<file path="config.mk">
export PLATFORM = sky130hd
export DESIGN_NAME = ps2_rx_deserializer_flat
export DESIGN_NICKNAME = d
export VERILOG_FILES = /design/src/rtl/ps2_rx_deserializer_if.sv /design/src/rtl/ps2_rx_deserializer.sv /design/src/flat_wrapper.sv
export SDC_FILE = /design/constraint.sdc
export NUM_CORES = 1
export LEC_CHECK = 0
export ABC_AREA = 1
export CAP_MARGIN = 20
export CORE_AREA = 2 2 86 88
export DETAILED_ROUTE_END_ITERATION = 10
export DIE_AREA = 0 0 88 90
export SLEW_MARGIN = 25
export SYNTH_ARGS = -nofsm -noshare
export SYNTH_HDL_FRONTEND = slang
export SYNTH_SLANG_ARGS = --single-unit
</file>
<file path="constraint.sdc">
create_clock -name clk -period 3.75 [get_ports clk]
set_input_delay 0.375 -clock clk [delete_from_list [all_inputs] [get_ports clk]]
set_output_delay 0.375 -clock clk [all_outputs]
set_load 0.02 [all_outputs]
</file>
<file path="src/rtl/ps2_rx_deserializer_if.sv">
// Byte/strobe bus between the PS/2 receiver and its downstream scancode decoder.
// The receiver drives the bus (master); the decoder consumes it (slave).
interface ps2_rx_deserializer_if;
  logic [7:0] received_data;
  logic       received_data_en;
  logic       parity_error;
  logic       frame_error;

  modport master (
    output received_data,
    output received_data_en,
    output parity_error,
    output frame_error
  );

  modport slave (
    input received_data,
    input received_data_en,
    input parity_error,
    input frame_error
  );
endinterface

</file>
<file path="src/rtl/ps2_rx_deserializer.sv">
// PS/2 device-to-host receiver: synchronises and deglitches the raw lines, then
// deserialises 11-bit frames into a byte with a one-cycle valid or error strobe.
module ps2_rx_deserializer #(
  parameter int SYNC_STAGES    = 2,
  parameter int FILTER_LEN     = 8,
  parameter int TIMEOUT_CYCLES = 100000
) (
  input  logic                  clk,
  input  logic                  rst,
  input  logic                  ps2_clk,
  input  logic                  ps2_data,
  ps2_rx_deserializer_if.master rx
);

  localparam int FCNT_W = $clog2(FILTER_LEN) + 1;
  localparam int TMO_W  = $clog2(TIMEOUT_CYCLES + 1);
  localparam logic [FCNT_W-1:0] FCNT_LAST = FCNT_W'(FILTER_LEN - 1);
  localparam logic [TMO_W-1:0]  TMO_LAST  = TMO_W'(TIMEOUT_CYCLES - 1);

  typedef enum logic [1:0] {IDLE, DATA, PARITY, STOP} state_t;

  logic [SYNC_STAGES-1:0] clk_sync;
  logic [SYNC_STAGES-1:0] data_sync;
  logic                   clk_s;
  logic                   data_s;
  logic [FCNT_W-1:0]      filter_cnt;
  logic                   filtered_clk;
  logic                   filtered_clk_d;
  logic                   fall;

  state_t                 state;
  logic [2:0]             bit_cnt;
  logic [7:0]             shift_reg;
  logic                   parity_bit;
  logic [TMO_W-1:0]       tmo_cnt;

  // Lines idle high, so the chains reset to 1 to avoid a false edge on release.
  always_ff @(posedge clk or posedge rst) begin
    if (rst) begin
      clk_sync  <= '1;
      data_sync <= '1;
    end else begin
      // NOTE: non-blocking assignments keep every stage one cycle apart; blocking
      // ones would collapse the chain into a single flop.
      clk_sync  <= {clk_sync[SYNC_STAGES-2:0], ps2_clk};
      data_sync <= {data_sync[SYNC_STAGES-2:0], ps2_data};
    end
  end

  assign clk_s  = clk_sync[SYNC_STAGES-1];
  assign data_s = data_sync[SYNC_STAGES-1];

  always_ff @(posedge clk or posedge rst) begin
    if (rst) begin
      filter_cnt     <= '0;
      filtered_clk   <= 1'b1;
      filtered_clk_d <= 1'b1;
    end else begin
      filtered_clk_d <= filtered_clk;
      if (clk_s == filtered_clk) begin
        filter_cnt <= '0;
      end else if (filter_cnt == FCNT_LAST) begin
        filtered_clk <= clk_s;
        filter_cnt   <= '0;
      end else begin
        filter_cnt <= filter_cnt + 1'b1;
      end
    end
  end

  assign fall = filtered_clk_d & ~filtered_clk;

  always_ff @(posedge clk or posedge rst) begin
    if (rst) begin
      state               <= IDLE;
      bit_cnt             <= '0;
      shift_reg           <= '0;
      parity_bit          <= 1'b0;
      tmo_cnt             <= '0;
      rx.received_data    <= '0;
      rx.received_data_en <= 1'b0;
      rx.parity_error     <= 1'b0;
      rx.frame_error      <= 1'b0;
    end else begin
      // NOTE: strobes default low each cycle so any set below lasts exactly one cycle.
      rx.received_data_en <= 1'b0;
      rx.parity_error     <= 1'b0;
      rx.frame_error      <= 1'b0;
      unique case (state)
        IDLE: begin
          tmo_cnt <= '0;
          if (fall && !data_s) begin
            state   <= DATA;
            bit_cnt <= '0;
          end
        end
        default: begin
          if (fall) begin
            tmo_cnt <= '0;
            unique case (state)
              DATA: begin
                shift_reg <= {data_s, shift_reg[7:1]};
                bit_cnt   <= bit_cnt + 3'd1;
                if (bit_cnt == 3'd7) state <= PARITY;
              end
              PARITY: begin
                parity_bit <= data_s;
                state      <= STOP;
              end
              default: begin
                state <= IDLE;
                // Bad stop bit outranks the parity check; odd parity means the
                // XOR over data and parity bit must be 1.
                if (!data_s) begin
                  rx.frame_error <= 1'b1;
                end else if (!(^{shift_reg, parity_bit})) begin
                  rx.parity_error <= 1'b1;
                end else begin
                  rx.received_data    <= shift_reg;
                  rx.received_data_en <= 1'b1;
                end
              end
            endcase
          end else if (tmo_cnt == TMO_LAST) begin
            state          <= IDLE;
            tmo_cnt        <= '0;
            rx.frame_error <= 1'b1;
          end else begin
            tmo_cnt <= tmo_cnt + 1'b1;
          end
        end
      endcase
    end
  end

endmodule
</file>
<file path="src/flat_wrapper.sv">
// flat-port wrapper written by rule: the top's interface ports become plain ports
module ps2_rx_deserializer_flat 
#(
  parameter int SYNC_STAGES    = 2,
  parameter int FILTER_LEN     = 8,
  parameter int TIMEOUT_CYCLES = 100000
)
  (clk, rst, ps2_clk, ps2_data, rx_received_data, rx_received_data_en, rx_parity_error, rx_frame_error);
  ps2_rx_deserializer_if rx_i ();
  input  logic clk;
  input  logic rst;
  input  logic ps2_clk;
  input  logic ps2_data;
  output wire logic [$bits(rx_i.received_data)-1:0] rx_received_data;
  output wire logic [$bits(rx_i.received_data_en)-1:0] rx_received_data_en;
  output wire logic [$bits(rx_i.parity_error)-1:0] rx_parity_error;
  output wire logic [$bits(rx_i.frame_error)-1:0] rx_frame_error;
  assign rx_received_data = rx_i.received_data;
  assign rx_received_data_en = rx_i.received_data_en;
  assign rx_parity_error = rx_i.parity_error;
  assign rx_frame_error = rx_i.frame_error;
  ps2_rx_deserializer #(.SYNC_STAGES(SYNC_STAGES), .FILTER_LEN(FILTER_LEN), .TIMEOUT_CYCLES(TIMEOUT_CYCLES)) u_core (.clk(clk), .rst(rst), .ps2_clk(ps2_clk), .ps2_data(ps2_data), .rx(rx_i));
endmodule
</file>
; Word level (Yosys, flattened, before mapping)
; Index checks and enable logic that the tools add are counted.
[classes]
addsub = 3
n_mux = 30
bitwise_logic = 5
eq_ne = 8
n_reduce_logical = 14
[op_table]
columns = operator, count
row1 = 2-to-1 mux 17 bit, 3
row2 = "adder 17 x 1 -> 17 bit, second input constant", 1
row3 = "== test 17 bit, second input constant", 1
row4 = 2-to-1 mux 1 bit, 15
row5 = 2-to-1 mux 3 bit, 4
row6 = AND reduction 3 bit, 4
row7 = 2-to-1 mux 2 bit, 5
row8 = parity 9 bit, 1
row9 = 2-to-1 mux 4 bit, 2
row10 = AND reduction 5 bit, 1
row11 = "adder 4 x 1 -> 4 bit, second input constant", 1
row12 = "== test 4 x 3 -> 1 bit, second input constant", 1
row13 = "!= test 4 bit, second input constant", 1
row14 = NOT 1 bit, 4
row15 = one-hot mux 2 bit (2 select lines), 1
row16 = nonzero test 2 bit, 2
row17 = "adder 3 x 1 -> 3 bit, second input constant", 1
row18 = "== test 3 bit, second input constant", 1
row19 = nonzero test 3 bit, 1
row20 = "== test 2 x 1 -> 1 bit, second input constant", 1
row21 = "== test 2 bit, second input constant", 1
row22 = logical NOT 2 bit, 1
row23 = "!= test 2 x 1 -> 1 bit, second input constant", 1
row24 = AND reduction 2 bit, 1
row25 = 5 further kinds, 5
[totals]
register_bits = 52
output_inout_bits = 11
elab_cells = 74
input_bits = 4

; Logic depth before layout (Yosys ltp)
[depth]
word_depth = 6
mapped_depth = 12

; Worst setup path before layout
; Ideal clock, no wire load.
[synth_path]
path_kind = reg-to-reg
start = register u_core.tmo_cnt[0]
end = register u_core.tmo_cnt[15]
required_ps = 3673
arrival_time_ps = 1357
n_path_buf = 1
setup_slack_ps = 2316
period_less_slack_ps = 1434
path_stages_with_launch = 10
cell_sequence = dfrtp_1 -> ha_1 -> nand2_1 -> inv_1 -> nand2_2 -> nor2_1 -> nand3_2 -> nand3_2 -> clkbuf_8 -> a21oi_1
[synth_via]
elab_chain_cells = 4
[synth_rtl]
columns = item, line_no
row1 = from (decl), ps2_rx_deserializer.sv:35  ; logic [TMO_W-1:0] tmo_cnt;
row2 = from (signal assigned), ps2_rx_deserializer.sv:129  ; tmo_cnt <= tmo_cnt + 1'b1;
row3 = adder 17 x 1 -> 17 bit / == test 17 bit (equally long branches), "ps2_rx_deserializer.sv:129, ps2_rx_deserializer.sv:124"
row4 = 2-to-1 mux 17 bit (*), ps2_rx_deserializer.sv:124  ; end else if (tmo_cnt == TMO_LAST) begin
row5 = 2-to-1 mux 17 bit (*), ps2_rx_deserializer.sv:98  ; if (fall) begin
row6 = 2-to-1 mux 17 bit (*), ps2_rx_deserializer.sv:89  ; unique case (state)
; Every way passes the cells marked *; elsewhere a longest branch is shown, timed or not.
; A chain may end at the register's enable or synchronous reset.

; Worst setup path in the final report
[layout_path]
start = register u_core.filtered_clk_d
end = register u_core.state[1]
[layout_via]
elab_chain_cells = 4
[layout_rtl]
columns = item, line_no
row1 = from (decl), ps2_rx_deserializer.sv:28  ; logic filtered_clk_d;
row2 = from (signal assigned), ps2_rx_deserializer.sv:59  ; filtered_clk_d <= filtered_clk;
row3 = bitwise AND 1 bit (*), ps2_rx_deserializer.sv:71  ; assign fall = filtered_clk_d & ~filtered_clk;
row4 = logical AND 1 bit, ps2_rx_deserializer.sv:92  ; if (fall && !data_s) begin
row5 = != test 2 x 1 -> 1 bit (no source line), n/a
row6 = AND reduction 3 bit (no source line), n/a
row7 = to (signal assigned), ps2_rx_deserializer.sv:75  ; state <= IDLE;
row8 = to (signal assigned), ps2_rx_deserializer.sv:93  ; state <= DATA;
row9 = to (signal assigned), ps2_rx_deserializer.sv:104  ; if (bit_cnt == 3'd7) state <= PARITY;
row10 = to (decl), ps2_rx_deserializer.sv:31  ; state_t state;
; Marks and branches as above.

==> results.json <==
{
  "syn_inst": 323,
  "cts_sinks": 52,
  "synth_edf_count": 0,
  "num_vias": 2024,
  "grt_overflow": 0,
  "fin_util": 0.440,
  "setup_viol": 0,
  "synth.area.top_cells": "dfrtp_1 42%, nand2_1 12%, dfstp_2 5.8%",
  "n_antenna_cell": 0,
  "fin_cells": 442,
  "die_height_um": 90,
  "slowest_stage": "dfstp_2",
  "yosys_warnings": 0,
  "cts_root_buf": "clkbuf_8",
  "via_per_inst": 4.58,
  "peakVddDrop_mv": 0.265,
  "path_cells": "inv_1 > nor2_4 > inv_2 > nor2_2 > nand2_2 > nand3_1 > nand2_1 > nand2_1",
  "grt_pass1_wl_mm": 8.79,
  "die_w_um": 88,
  "endpoint_kind": "register",
  "cts_tree": "built",
  "skew_ps": 12.4,
  "cts-hold-fix-buffers": 0,
  "max-cap-violations": 0,
  "slew_headroom": 0.472,
  "tightestPinTransition_ps": 790,
  "cp_common_cell": "nand2_1",
  "gp_congestion": 0.800,
  "slowest_delay_ps": 520,
  "async_flop_share": 1.00,
  "path_class": "reg2reg",
  "synth-main-ff-cell": "dfrtp_1",
  "fp-row-count": 31,
  "status": "completed",
  "whs_ps": 358,
  "postRouteAntennaNets": 0,
  "routedWlPerCell_um": 10.8,
  "dieArea_um2": 7920,
  "start_kind": "register",
  "largest_register_ff_count": 17,
  "synth.area.mux_share": 0.00412,
  "synth_seq_cells": 52,
  "clock.fmax_ghz": 0.549,
  "cts_resized": 0,
  "finalWirelength_mm": 4.76,
  "netlist_area_um2": 2740,
  "firstDrtPassIters": 4,
  "path_clk_slew_ps": 80,
  "post-cts-setup-buffers": 0,
  "synth_top_family_by_area": "simple AND/OR/NAND/NOR gates",
  "fin_setup_tns_ps": 0,
  "io_pins": 15,
  "grt_use_total": 0.137,
  "busiest_layer": "met2",
  "drt-initial-drc-count": 118,
  "ys_seq_area_frac": 0.478,
  "avgSynthCellArea_um2": 8.47,
  "hold_violations": 0,
  "yosysMostFrequentCell": "nand2_1",
  "arrival_ps": 2060,
  "synth_compound_area_frac": 0.0325,
  "clk_latency_ps": 310,
  "core_um2": 7020,
  "leakage_nw": 1.40,
  "use_met3": 0.0395,
  "holdCritPathClass": "reg2reg",
  "port_buffers": 14,
  "clock_path_buffers": 2,
  "cts_made_buffers": 5,
  "cts-htree-levels": 2,
  "use_met2": 0.204,
  "final_max_slew_viol_count": 0,
  "syn_nets": 336,
  "critPathMaxFanout": 20,
  "synthAdderAreaFrac": 0.0412,
  "dp_cells": 434,
  "start_util": 0.390,
  "nFillCells": 693,
  "ys_top_cells_by_count": "90 x nand2_1, 46 x dfrtp_1, 35 x inv_1",
  "synthSimpleGateAreaFrac": 0.351,
  "period_share": 0.486,
  "grt_setup_unrepaired": "false",
  "area.growth.synth_to_final_pct": 12.9,
  "grt_max_degree": 40,
  "yosysTopAreaCell": "dfrtp_1",
  "grt_antenna_before_repair": 0,
  "dp_hpwl_mm": 3.58,
  "synth_top_area_frac": 0.421,
  "nets": 355,
  "layout_min_cycle_time_ps": 1820,
  "use_met1": 0.198,
  "grt_pass1_vias": 1941,
  "drc": 0,
  "synth_cell_types": 33,
  "worstPathRequired_ps": 3990,
  "drive_above_1_share": 0.143,
  "power.density_nw_per_um2": 462,
  "synth_xor_area_frac": 0.0256
}
layer usage:
metal | vias up | part of all wire
met2 | 32 | 0.44
met5 | - | 0
met4 | 0 | 0.012
met1 | 923 | 0.50
li1 | 1062 | -
met3 | 7 | 0.043
through the flow:
step	power (W)	worst slack, ps	area, um^2
floorplan	0.000995	2130	2740
global route	0.00154	1680	3090
detailed placement	0.00107	1920	2980
global placement	0.00106	1990	2980
finish	0.00143	1930	3090
CTS	0.00145	1900	3090
area by class of cell:
cell class	count	area [um^2]	area share
clock buffers	6	72.6	0.0235
repair buffers	15	148	0.0478
inverters	42	158	0.0511
flip-flops and latches	52	1310	0.424
well taps	99	124	0.0401
clock inverters	2	35.0	0.0113
multi-input cells	226	1240	0.402
cell families (layout without fill, tap and decap cells):
logic type / after synthesis / count (layout)
fa+ha+maj: 9 / 9
compound gates: 17 / 17
buf+inv: 45 / 65
simple gates: 191 / 191
flops: 52 / 52
xor+xnor: 8 / 8
mux: 1 / 1
path summary, 6_finish.rpt:
path	start	endpoint	slack (ps)	depth (start not counted)
min in group asynchronous	rst	u_core.shift_reg[3]	530	2
worst max-delay path	u_core.filtered_clk_d	u_core.state[1]	1930	8
worst max register to register	u_core.filtered_clk_d	u_core.state[1]	1930	8
max in group asynchronous	rst	u_core.tmo_cnt[13]	2550	3
worst min-delay path	u_core.clk_sync[0]	u_core.clk_sync[1]	360	0
worst min register to register	u_core.clk_sync[0]	u_core.clk_sync[1]	360	0
power breakdown:
part	internal (W)	switching (W)	leakage (nW)
registers	0.000629	0.0000532	0.698
logic	0.000112	0.000254	0.642
clock network	0.000198	0.000180	0.0552
total	0.000940	0.000487	1.40
worst max-delay path, delay by kind of cell, from the launching register on:
family	cells	cell delay, ps
simple gates	6	1080
buf+inv	2	150
flops	1	520
layout by cell type, fill, tap and decap left out, types with 2 or more instances in the layout:
| cell | instances |
|---|---|
| nor2_1 | 34 |
| nand3_1 | 15 |
| nand3_4 | 2 |
| xnor2_1 | 2 |
| nand2_1 | 90 |
| nor3_2 | 6 |
| inv_2 | 7 |
| nand4_1 | 15 |
| dfrtp_1 | 46 |
| inv_1 | 34 |
| nor3b_2 | 2 |
| nand2_4 | 3 |
| dfstp_2 | 6 |
| o21ai_0 | 11 |
| a21oi_1 | 4 |
| xor2_1 | 6 |
| or2_1 | 2 |
| nand2_2 | 6 |
| nor2_2 | 4 |
| nand3_2 | 2 |
| nor3_1 | 6 |
| ha_1 | 9 |
| clkdlybuf4s50_1 | 14 |
| clkbuf_8 | 5 |
No activity file was read; power rests on OpenSTA's default activity.
